$ cat src/rtl/multicycle_control_unit.sv
// multicycle_control_unit
// Multi-cycle control sequencer for the RV32I core. Each instruction goes
// through FETCH -> DECODE -> EXEC -> (MEM) -> (WB). The unit handshakes with
// instruction and data memories that may stall, and drives the same datapath
// controls as the single-cycle decoder, gated per state. A stall longer than
// MEM_TIMEOUT cycles on either ready input parks the unit in FAULT until reset.
//
// Optional feature, selected by the macro MCU_ILLEGAL_TRAP_EN:
//   defined   - an illegal opcode parks the unit in TRAP with `trap` raised.
//   undefined - an illegal opcode retires as a NOP (PC + 4); `trap` is tied 0.
//
// Outputs are a combinational decode of the registered state and the latched
// instruction fields. The only input-to-output paths are imem_ready -> ir_write,
// dmem_ready -> store pc_write, and branch_taken -> pc_control.

module multicycle_control_unit #(
  parameter int ALU_OP_W    = 4,   // >= 4; bits above [3:0] are driven 0
  parameter int MEM_TIMEOUT = 15   // 1..255 wait cycles before a fault
) (
  input  logic                clk,
  input  logic                rst_n,
  input  logic [31:0]         instr,
  input  logic                imem_ready,
  input  logic                dmem_ready,
  input  logic                branch_taken,
  output logic                fetch_req,
  output logic                ir_write,
  output logic                pc_write,
  output logic [1:0]          pc_control,
  output logic                imm_en,
  output logic                rf_write_en,
  output logic                mem_read_en,
  output logic                mem_write_en,
  output logic                sign_extender_en,
  output logic                sign_extender_type,
  output logic [ALU_OP_W-1:0] alu_op,
  output logic                mem_fault,
  output logic                trap,
  output logic [2:0]          state
);

  // --------------------------------------------------------------------------
  // Types and constants
  // --------------------------------------------------------------------------
  typedef enum logic [2:0] {
    S_FETCH  = 3'd0,
    S_DECODE = 3'd1,
    S_EXEC   = 3'd2,
    S_MEM    = 3'd3,
    S_WB     = 3'd4,
    S_FAULT  = 3'd5,
    S_TRAP   = 3'd6
  } state_e;

  // Instruction classes recognised from opcode bits [6:2].
  typedef enum logic [3:0] {
    C_ILLEGAL,
    C_UPPER,     // LUI / AUIPC
    C_OPIMM,
    C_OP,
    C_LOAD,
    C_STORE,
    C_JAL,
    C_JALR,
    C_BRANCH
  } class_e;

  typedef enum logic [3:0] {
    ALU_ADD = 4'b0000,
    ALU_SUB = 4'b0001,
    ALU_SLL = 4'b0010,
    ALU_SRL = 4'b0100,
    ALU_SRA = 4'b0101,
    ALU_XOR = 4'b0110,
    ALU_OR  = 4'b0111,
    ALU_AND = 4'b1000,
    ALU_BEQ = 4'b1001,
    ALU_BNE = 4'b1010,
    ALU_BLT = 4'b1011,
    ALU_BGE = 4'b1100,
    ALU_SLT = 4'b1101
  } alu_e;

  localparam logic [1:0] PC_HOLD   = 2'b00;
  localparam logic [1:0] PC_INC    = 2'b01;
  localparam logic [1:0] PC_JUMP   = 2'b10;
  localparam logic [1:0] PC_BRANCH = 2'b11;

  localparam logic [7:0] TIMEOUT_LIM = 8'(MEM_TIMEOUT);

  // --------------------------------------------------------------------------
  // State and latched instruction fields
  // --------------------------------------------------------------------------
  state_e      state_q, state_d;
  logic [7:0]  wait_cnt_q, wait_cnt_d;
  logic [4:0]  opcode_q;    // instr[6:2]
  logic [2:0]  funct3_q;    // instr[14:12]
  logic        bit30_q;     // instr[30]

  class_e      cls;
  alu_e        alu_code;
  logic        unsigned_sel;
  logic        load_unsigned;

  // Bits of the instruction word the control path never looks at.
  logic        unused_instr;
  assign unused_instr = ^{instr[31], instr[29:15], instr[11:7], instr[1:0]};

  // --------------------------------------------------------------------------
  // Register update: FSM state, wait counter and the instruction fields
  // --------------------------------------------------------------------------
  // NOTE: sequential state uses non-blocking assignments so every flop samples
  // the values from before the edge, independent of statement order.
  always_ff @(posedge clk or negedge rst_n) begin
    if (!rst_n) begin
      state_q    <= S_FETCH;
      wait_cnt_q <= '0;
      opcode_q   <= '0;
      funct3_q   <= '0;
      bit30_q    <= 1'b0;
    end else begin
      state_q    <= state_d;
      wait_cnt_q <= wait_cnt_d;
      if (state_q == S_FETCH && imem_ready) begin
        opcode_q <= instr[6:2];
        funct3_q <= instr[14:12];
        bit30_q  <= instr[30];
      end
    end
  end

  // --------------------------------------------------------------------------
  // Instruction classification from the latched opcode
  // --------------------------------------------------------------------------
  always_comb begin
    case (opcode_q)
      5'b01101, 5'b00101: cls = C_UPPER;
      5'b00100:           cls = C_OPIMM;
      5'b01100:           cls = C_OP;
      5'b00000:           cls = C_LOAD;
      5'b01000:           cls = C_STORE;
      5'b11011:           cls = C_JAL;
      5'b11001:           cls = C_JALR;
      5'b11000:           cls = C_BRANCH;
      default:            cls = C_ILLEGAL;
    endcase
  end

  // --------------------------------------------------------------------------
  // ALU operation and operand signedness for the latched instruction
  // --------------------------------------------------------------------------
  // NOTE: every combinational output gets a default before the case so no
  // path leaves it unassigned, which would otherwise infer a latch.
  always_comb begin
    alu_code = ALU_ADD;
    case (cls)
      C_OP, C_OPIMM: begin
        case (funct3_q)
          3'b000:         alu_code = (cls == C_OP && bit30_q) ? ALU_SUB : ALU_ADD;
          3'b001:         alu_code = ALU_SLL;
          3'b010, 3'b011: alu_code = ALU_SLT;
          3'b100:         alu_code = ALU_XOR;
          3'b101:         alu_code = bit30_q ? ALU_SRA : ALU_SRL;
          3'b110:         alu_code = ALU_OR;
          default:        alu_code = ALU_AND;
        endcase
      end
      C_BRANCH: begin
        case (funct3_q)
          3'b000:         alu_code = ALU_BEQ;
          3'b001:         alu_code = ALU_BNE;
          3'b100, 3'b110: alu_code = ALU_BLT;
          3'b101, 3'b111: alu_code = ALU_BGE;
          default:        alu_code = ALU_ADD;   // reserved branch encodings
        endcase
      end
      default: alu_code = ALU_ADD;  // address and link arithmetic
    endcase

    // Unsigned compare/extension: sltiu, sltu, bltu, bgeu, lbu, lhu.
    load_unsigned = (cls == C_LOAD) && funct3_q[2];
    unsigned_sel  = load_unsigned
                  || ((cls == C_OP || cls == C_OPIMM) && funct3_q == 3'b011)
                  || ((cls == C_BRANCH) && funct3_q[2:1] == 2'b11);
  end

  // --------------------------------------------------------------------------
  // Next-state and wait-counter logic
  // --------------------------------------------------------------------------
  always_comb begin
    state_d    = state_q;
    wait_cnt_d = wait_cnt_q;
    case (state_q)
      S_FETCH: begin
        // A ready in the same cycle as the limit still wins.
        if (imem_ready)                     state_d = S_DECODE;
        else if (wait_cnt_q == TIMEOUT_LIM) state_d = S_FAULT;
        else                                wait_cnt_d = wait_cnt_q + 8'd1;
      end
      S_DECODE: begin
        if (cls == C_ILLEGAL) begin
`ifdef MCU_ILLEGAL_TRAP_EN
          state_d = S_TRAP;
`else
          state_d    = S_FETCH;
          wait_cnt_d = '0;
`endif
        end else begin
          state_d = S_EXEC;
        end
      end
      S_EXEC: begin
        case (cls)
          C_LOAD, C_STORE: begin
            state_d    = S_MEM;
            wait_cnt_d = '0;
          end
          C_BRANCH, C_JAL, C_JALR, C_ILLEGAL: begin
            state_d    = S_FETCH;
            wait_cnt_d = '0;
          end
          default: state_d = S_WB;
        endcase
      end
      S_MEM: begin
        if (dmem_ready) begin
          if (cls == C_LOAD) begin
            state_d = S_WB;
          end else begin
            state_d    = S_FETCH;
            wait_cnt_d = '0;
          end
        end else if (wait_cnt_q == TIMEOUT_LIM) begin
          state_d = S_FAULT;
        end else begin
          wait_cnt_d = wait_cnt_q + 8'd1;
        end
      end
      S_WB: begin
        state_d    = S_FETCH;
        wait_cnt_d = '0;
      end
      S_FAULT: state_d = S_FAULT;   // left only through reset
      S_TRAP:  state_d = S_TRAP;    // left only through reset
      default: begin
        state_d    = S_FETCH;
        wait_cnt_d = '0;
      end
    endcase
  end

  // --------------------------------------------------------------------------
  // Datapath control decode from state and latched fields
  // --------------------------------------------------------------------------
  // NOTE: the decode is qualified by rst_n so every output, fetch_req included,
  // is 0 for as long as reset is held, not just after the next edge.
  always_comb begin
    fetch_req          = 1'b0;
    ir_write           = 1'b0;
    pc_write           = 1'b0;
    pc_control         = PC_HOLD;
    imm_en             = 1'b0;
    rf_write_en        = 1'b0;
    mem_read_en        = 1'b0;
    mem_write_en       = 1'b0;
    sign_extender_en   = 1'b0;
    sign_extender_type = 1'b0;
    alu_op             = '0;
    mem_fault          = 1'b0;
    trap               = 1'b0;
    if (rst_n) begin
      case (state_q)
        S_FETCH: begin
          fetch_req = 1'b1;
          ir_write  = imem_ready;
        end
        S_DECODE: begin
`ifdef MCU_ILLEGAL_TRAP_EN
          // Illegal opcodes move on to TRAP without any strobe here.
`else
          if (cls == C_ILLEGAL) begin
            pc_write   = 1'b1;
            pc_control = PC_INC;
          end
`endif
        end
        S_EXEC: begin
          imm_en             = (cls != C_OP);
          sign_extender_en   = (cls != C_OP);
          sign_extender_type = unsigned_sel;
          alu_op[3:0]        = alu_code;
          case (cls)
            C_BRANCH: begin
              pc_write   = 1'b1;
              pc_control = branch_taken ? PC_BRANCH : PC_INC;
            end
            C_JAL, C_JALR: begin
              rf_write_en = 1'b1;
              pc_write    = 1'b1;
              pc_control  = PC_JUMP;
            end
            default: ;
          endcase
        end
        S_MEM: begin
          if (cls == C_LOAD) begin
            mem_read_en        = 1'b1;
            sign_extender_type = load_unsigned;   // extension of returned data
          end else begin
            mem_write_en = 1'b1;
            if (dmem_ready) begin
              pc_write   = 1'b1;
              pc_control = PC_INC;
            end
          end
        end
        S_WB: begin
          rf_write_en = 1'b1;
          pc_write    = 1'b1;
          pc_control  = PC_INC;
        end
        S_FAULT: mem_fault = 1'b1;
        S_TRAP: begin
`ifdef MCU_ILLEGAL_TRAP_EN
          trap = 1'b1;
`else
          trap = 1'b0;   // unreachable in this build
`endif
        end
        default: ;
      endcase
    end
  end

  assign state = state_q;

endmodule

$ cat config.mk
export PLATFORM = sky130hd
export DESIGN_NAME = multicycle_control_unit
export DESIGN_NICKNAME = d
export VERILOG_FILES = /design/src/rtl/multicycle_control_unit.sv
export SDC_FILE = /design/constraint.sdc
export NUM_CORES = 1
export LEC_CHECK = 0
export CORE_MARGIN = 3
export CORE_UTILIZATION = 39
export DETAILED_ROUTE_END_ITERATION = 8
export PLACE_DENSITY = 0.76
export SYNTH_ARGS = -nofsm -noshare
export SYNTH_HDL_FRONTEND = slang
export SYNTH_SLANG_ARGS = --single-unit
export TNS_END_PERCENT = 30
$ cat constraint.sdc
create_clock -name clk -period 2.04 [get_ports clk]
set_input_delay 0.204 -clock clk [delete_from_list [all_inputs] [get_ports clk]]
set_output_delay 0.204 -clock clk [all_outputs]
set_load 0.005 [all_outputs]
==> results of run 1 <==
==> what timing repair did <==
action | CTS | global route
pin swaps | 14 | 6
hold buffers | 0 | 0
setup endpoints to repair | 21 | 30
gates resized for setup | 43 | 12
cloned | 0 | 1
setup buffers | 3 | 2
==> metal layers <==
layer,vias to the layer above,wire (um)
li1,799,-
met1,743,1900
met2,63,1996
met3,6,230
met4,0,68
met5,-,0
==> worst register-to-register path: stages (launching register included) <==
cell and delay (ns):
dfrtp_1 0.39, or4_4 0.54, or2_4 0.28, buf_6 0.12, buf_6 0.12, o311a_4 0.38, and2_4 0.16, a41o_1 0.17
==> layout make-up <==
class                           instances  area [um2]
Sequential cell                        20       503.0
Multi-Input combinational cell        149       944.7
Tap cell                               46       57.56
Timing Repair Buffer                   64       549.3
Inverter                                8       30.03
Clock buffer                            4       55.05
Fill cell                             298        1329
==> power breakdown <==
| group | switching, uW | leakage (uW) | internal [uW] |
|---|---|---|---|
| sequential | 217 | 0.000254 | 545 |
| clock | 142 | 0.0000288 | 172 |
| combinational | 858 | 0.000751 | 906 |
==> through the flow <==
stage	util, %	setup TNS, ns	setup slack [ns]
3_5_place_dp	57.18	-1.514	-0.2191
6_report	61.69	-1.975	-0.2126
2_1_floorplan	-	-0.07557	-0.07557
4_1_cts	59.96	-0.6556	-0.2054
5_1_grt	61.69	-3.627	-0.2799
3_3_place_gp	57.18	-1.298	-0.2004
==> worst paths after layout <==
check	cells past startpoint	slack (ns)	end	from
min reg2reg	1	0.54	bit30_q$_DFFE_PN0P_	bit30_q$_DFFE_PN0P_
max in group asynchronous	3	1.33	funct3_q[1]$_DFFE_PN0P_	rst_n
max	7	-0.21	wait_cnt_q[4]$_DFFE_PN0P_	opcode_q[2]$_DFFE_PN0P_
max reg2reg	7	-0.21	wait_cnt_q[4]$_DFFE_PN0P_	opcode_q[2]$_DFFE_PN0P_
min	2	0.28	state[2]$_DFF_PN0_	rst_n
min in group clk	3	0.49	funct3_q[2]$_DFFE_PN0P_	instr[14]
==> kinds of logic (layout without fill, tap and decap cells) <==
kind of cell             after synthesis  after routing  synth area share (%)
adder cells (fa/ha/maj)                1              1                0.8590
multiplexers                           4              4                 3.093
buffers and inverters                 18             76                 5.755
AO/OA/AOI/OAI                         53             54                 25.00
AND/OR/NAND/NOR                       88             88                 30.07
other                                  1              1                0.2575
flip-flops                            20             20                 34.36
XOR/XNOR                               1              1                0.6015
==> sequential cells by signal, summed over array words and instances (netlist names) <==
signal	cells
state	3
opcode_q	5
bit30_q	1
wait_cnt_q	8
funct3_q	3
==> Yosys cell counts (all sizes together) (2+ instances only) <==
master	instances
o31ai	2
nor2b	5
a32oi	2
nor2	23
nand3b	2
a22o	3
o21a	3
and2	4
clkbuf	6
or4	2
inv	8
and3	6
a21oi	11
a31oi	7
mux2	4
nand4	2
nand2b	4
dfrtp	20
nor3	7
nand2	23
nand3	5
o21ai	13
buf	4
o2bb2ai	2
==> impl_metrics.env, run 1 <==
export IMPL_outcome="finished with violations"
export IMPL_failed_checks="negative setup slack"
export IMPL_cts_buffers=3
export IMPL_drive_gt1_share_pct=27.76
export IMPL_crit_arrival_ns=2.41
export IMPL_die_area_um2=4504
export IMPL_port_buffers=32
export IMPL_routabilityCongestion=0.9247
export IMPL_cp_cell_sequence="or4_4 > or2_4 > buf_6 > buf_6 > o311a_4 > and2_4 > a41o_1"
export IMPL_die_h_um=67.11
export IMPL_ys_ff_latch=20
export IMPL_maxCapViolations=0
export IMPL_yosysSeqAreaShare_pct=34.36
export IMPL_antenna_cells=0
export IMPL_hpwl_um=2910
export IMPL_start_util_pct=41.99
export IMPL_die_w_um=67.11
export IMPL_cp_max_fo=5
export IMPL_vias=1611
export IMPL_worstSetupPathType="flop to flop"
export IMPL_cts_num_sinks=20
export IMPL_synth_top_area_share_pct=34.36
export IMPL_ys_types=47
export IMPL_finalInstanceArea_um2=2140
export IMPL_core_um2=3468
export IMPL_syn_num_nets=224
export IMPL_setup_viol=14
export IMPL_rsz0062_at_grt="yes"
export IMPL_synth_yosys_warnings=0
export IMPL_final_instance_count_excl_fill=291
export IMPL_wl_per_cell_um=14.42
export IMPL_syn_area_per_cell_um2=7.830
export IMPL_drt_pass1_iterations=4
export IMPL_grt_most_used_layer="met2"
export IMPL_finalCritPeriodShare_pct=110.4
export IMPL_critPathMaxStageDelay_ns=0.54
export IMPL_ctsHtreeMaxLevel=1
export IMPL_wl_um=4196
export IMPL_cp_slowest_cell="or4_4"
export IMPL_cp_required_ns=2.20
export IMPL_ys_top_cells_by_area="dfrtp_1 34%, nand2_1 5.9%, nor2_1 5.9%, o21ai_0 4.5%, a21oi_1 3.8%"
export IMPL_slew_viol_final=0
export IMPL_avgViaCountPerCell=5.536
export IMPL_initialDrtViolationCount=110
export IMPL_grt_pass1_wl_um=6851
export IMPL_mostFrequentLayoutCell="buf_4"
export IMPL_crit_buf_inv=2
export IMPL_cp_common_cell="buf_6"
export IMPL_grtUsageTotal_pct=19.73
export IMPL_fin_worst_skew_ns=0.003926
export IMPL_power_leakage_uw=0.001033
export IMPL_cts_buffer_depth=2
export IMPL_num_rows=21
export IMPL_netlist_instances=186
export IMPL_period_needed_ns=2.253
export IMPL_dp_cells=281
export IMPL_clkLatencyLatePin_ns=0.26
export IMPL_postRouteAntennaNets=0
export IMPL_grt_pass1_vias=1512
export IMPL_hold_viol=0
export IMPL_use_met3_pct=3.035
export IMPL_cts_root_buffer="clkbuf_8"
export IMPL_power_density_nw_per_um2=1327
export IMPL_syn_to_final_growth_pct=46.91
export IMPL_layout_nets=284
export IMPL_path_clk_slew_ns=0.08
export IMPL_drc=0
export IMPL_hold_path_class="primary input to asynchronous set/reset pin"
export IMPL_synth_edf_count=0
export IMPL_antenna_found_initial=0
export IMPL_crit_family="simple AND/OR/NAND/NOR gates"
export IMPL_overflow=0
export IMPL_yosys_area_top_type="dfrtp_1"
export IMPL_io_pins=57
export IMPL_ys_async_sr_fraction_pct=100.0
export IMPL_syn_cell_area_um2=1456
export IMPL_place_area_um2=1983
export IMPL_layout_common_cells="29 x buf_4, 22 x nand2_1, 21 x nor2_1"
export IMPL_vdd_drop_max_uv=574.9
export IMPL_total_power_uw=2840
export IMPL_crit_path_start_kind="flop"
export IMPL_end_kind="flop"
export IMPL_setup_slack_ns=-0.2126
export IMPL_synth_ff_type="dfrtp_1"
export IMPL_max_freq_mhz=443.9
export IMPL_cts_tree="yes"
export IMPL_grt_max_degree=18
export IMPL_use_met2_pct=33.13
export IMPL_use_met1_pct=25.49
export IMPL_holdWs_ns=0.2832
(Power assumes the default switching activity.)
==> inputs of run 2 (changes only) <==
--- a/config.mk
+++ b/config.mk
@@ -6,9 +6,10 @@
 export NUM_CORES = 1
 export LEC_CHECK = 0
 export CORE_MARGIN = 3
-export CORE_UTILIZATION = 39
+export CORE_UTILIZATION = 47
 export DETAILED_ROUTE_END_ITERATION = 8
-export PLACE_DENSITY = 0.76
+export GPL_ROUTABILITY_DRIVEN = 0
+export PLACE_DENSITY = 0.85
 export SYNTH_ARGS = -nofsm -noshare
 export SYNTH_HDL_FRONTEND = slang
 export SYNTH_SLANG_ARGS = --single-unit
==> constraint.sdc (replaced) <==
create_clock -name clk -period 2.9 [get_ports clk]
set_input_delay 0.29 -clock clk [delete_from_list [all_inputs] [get_ports clk]]
set_output_delay 0.29 -clock clk [all_outputs]
set_load 0.005 [all_outputs]
==> run 2 against run 1 <==
- the run now ends clean
- worst hold slack improved by 0.071 ns
- critical endpoint is now pc_write
- critical path type is now flop to output port
- sequential share of layout area rose by 3.6 points
- largest cell class unchanged
- wire length down 16%
==> impl_metrics.env, run 2 (same netlist as run 1, synthesis figures left out) <==
export IMPL_outcome="finished, final reports clean"
export IMPL_dp_cells=243
export IMPL_cts_setup_buffers=0
export IMPL_grtUsageTotal_pct=20.43
export IMPL_final_instance_count_excl_fill=247
export IMPL_grt_pass1_vias=1241
export IMPL_finalCritPeriodShare_pct=95.77
export IMPL_reg_top3="wait_cnt_q x8, opcode_q x5"
export IMPL_vdd_drop_max_uv=531.8
export IMPL_wl_um=3504
export IMPL_wl_per_cell_um=14.19
export IMPL_worst_slew_pin_slew_ns=0.6034
export IMPL_num_rows=19
export IMPL_largest_reg_flops=8
export IMPL_hold_viol=0
export IMPL_power_leakage_uw=0.0007870
export IMPL_finalCoreUtilization_pct=64.78
export IMPL_setup_slack_ns=0.1225
export IMPL_layout_nets=255
export IMPL_cts_buffers=3
export IMPL_vias=1479
export IMPL_cp_slowest_cell="or4_4"
export IMPL_crit_arrival_ns=2.49
export IMPL_grt_pass1_wl_um=5816
export IMPL_crit_buf_inv=1
export IMPL_antenna_found_initial=0
export IMPL_setup_viol=0
export IMPL_multi_input_area_um2=874.6
export IMPL_overflow=0
export IMPL_avgViaCountPerCell=5.988
export IMPL_fillers=248
export IMPL_clkLatencyLatePin_ns=0.31
export IMPL_worstSetupPathType="flop to output port"
export IMPL_die_w_um=61.67
export IMPL_regMostFlops="wait_cnt_q"
export IMPL_drt_pass1_iterations=5
export IMPL_drive_gt1_share_pct=8.796
export IMPL_cts_buffer_depth=2
export IMPL_postRouteAntennaNets=0
export IMPL_seq_area_um2=501.7
export IMPL_cp_cell_sequence="or4_4 > or2_4 > a32oi_1 > nor2_1 > o21a_1 > clkdlybuf4s50_1"
export IMPL_initialDrtViolationCount=122
export IMPL_syn_to_final_growth_pct=26.89
export IMPL_drc=0
export IMPL_critPathMaxStageDelay_ns=0.58
export IMPL_port_buffers=32
export IMPL_core_um2=2853
export IMPL_path_clk_slew_ns=0.12
export IMPL_hold_path_class="primary input to asynchronous set/reset pin"
export IMPL_finalSetupTns_ns=0
export IMPL_layout_common_cells="32 x clkdlybuf4s50_1, 23 x nor2_1, 23 x nand2_1"
export IMPL_path_depth=6
export IMPL_crit_family="simple AND/OR/NAND/NOR gates"
export IMPL_power_density_nw_per_um2=921.5
export IMPL_antenna_cells=0
export IMPL_grt_max_degree=27
export IMPL_dp_slack_ns=0.3290
export IMPL_cp_max_fo=7
export IMPL_hpwl_um=2625
export IMPL_ctsHtreeMaxLevel=1
export IMPL_maxCapViolations=0
export IMPL_crit_path_start_kind="flop"
export IMPL_end_kind="output port"
export IMPL_io_pins=57
export IMPL_start_util_pct=51.05
export IMPL_period_needed_ns=2.777
export IMPL_cts_tree="yes"
export IMPL_max_freq_mhz=360.0
export IMPL_cts_root_buffer="clkbuf_4"
export IMPL_die_area_um2=3803
export IMPL_worst_slew_margin_rel_pct=59.78
export IMPL_r2r_cells=5
export IMPL_cts_num_sinks=20
export IMPL_mostFrequentLayoutCell="clkdlybuf4s50_1"
export IMPL_fin_worst_skew_ns=0.01018
export IMPL_rsz0062_at_grt="no"
export IMPL_die_h_um=61.67
export IMPL_slew_viol_final=0
export IMPL_cp_required_ns=2.61
## run 2: worst paths after layout
| kind | startpoint | endpoint | slack (ns) |
|---|---|---|---|
| setup / recovery | opcode_q[2]$_DFFE_PN0P_ | pc_write | 0.12 |
| hold / removal | rst_n | opcode_q[1]$_DFFE_PN0P_ | 0.35 |
| setup reg to reg | opcode_q[2]$_DFFE_PN0P_ | wait_cnt_q[4]$_DFFE_PN0P_ | 0.73 |
| hold reg to reg | wait_cnt_q[7]$_DFFE_PN0P_ | wait_cnt_q[7]$_DFFE_PN0P_ | 0.55 |
| max in group asynchronous | rst_n | opcode_q[2]$_DFFE_PN0P_ | 2.28 |
| min in group clk | instr[2] | opcode_q[0]$_DFFE_PN0P_ | 0.53 |
## run 2: metrics by stage
| stage | hold WS [ns] | area [um2] | power (uW) |
|---|---|---|---|
| 6_report | 0.3537 | 1848 | 1703 |
| 5_1_grt | 0.3661 | 1848 | 1861 |
| 4_1_cts | 0.3647 | 1844 | 1694 |
| 3_5_place_dp | 0.5172 | 1792 | 1461 |
| 3_3_place_gp | 0.5133 | 1792 | 1434 |
| 2_1_floorplan | -0.005591 | 1456 | 1173 |
## run 2: timing repair
item                                    in CTS  in global routing
resized for setup                            1                  2
endpoints found under the setup margin       2                  2
hold buffers                                 0                  0
pin swaps                                    0                  0
## run 2: worst register-to-register path, stage by stage, from the launching register on
cell	delay [ns]
dfrtp_2	0.47
or4_4	0.58
or2_4	0.29
o311a_4	0.36
and2_4	0.16
a41o_1	0.22
## run 2: power by group
part	switching, uW	internal (uW)
sequential	174	381
combinational	480	438
clock	89.9	140
total	744	959
## run 2: routing by layer
layer	GRT usage, %	routed length [um]
met1	27.60	1590
met2	32.74	1676
met3	4.822	188
met4	5.455	48
met5	0	0
## run 2: area by class of cell
class / count / area share (%)
timing repair buffer: 36 / 18.96
inverter: 8 / 1.625
multi-input combinational: 148 / 47.33
clock buffer: 3 / 1.219
clock inverter: 1 / 1.625
sequential: 20 / 27.15
tap: 31 / 2.099
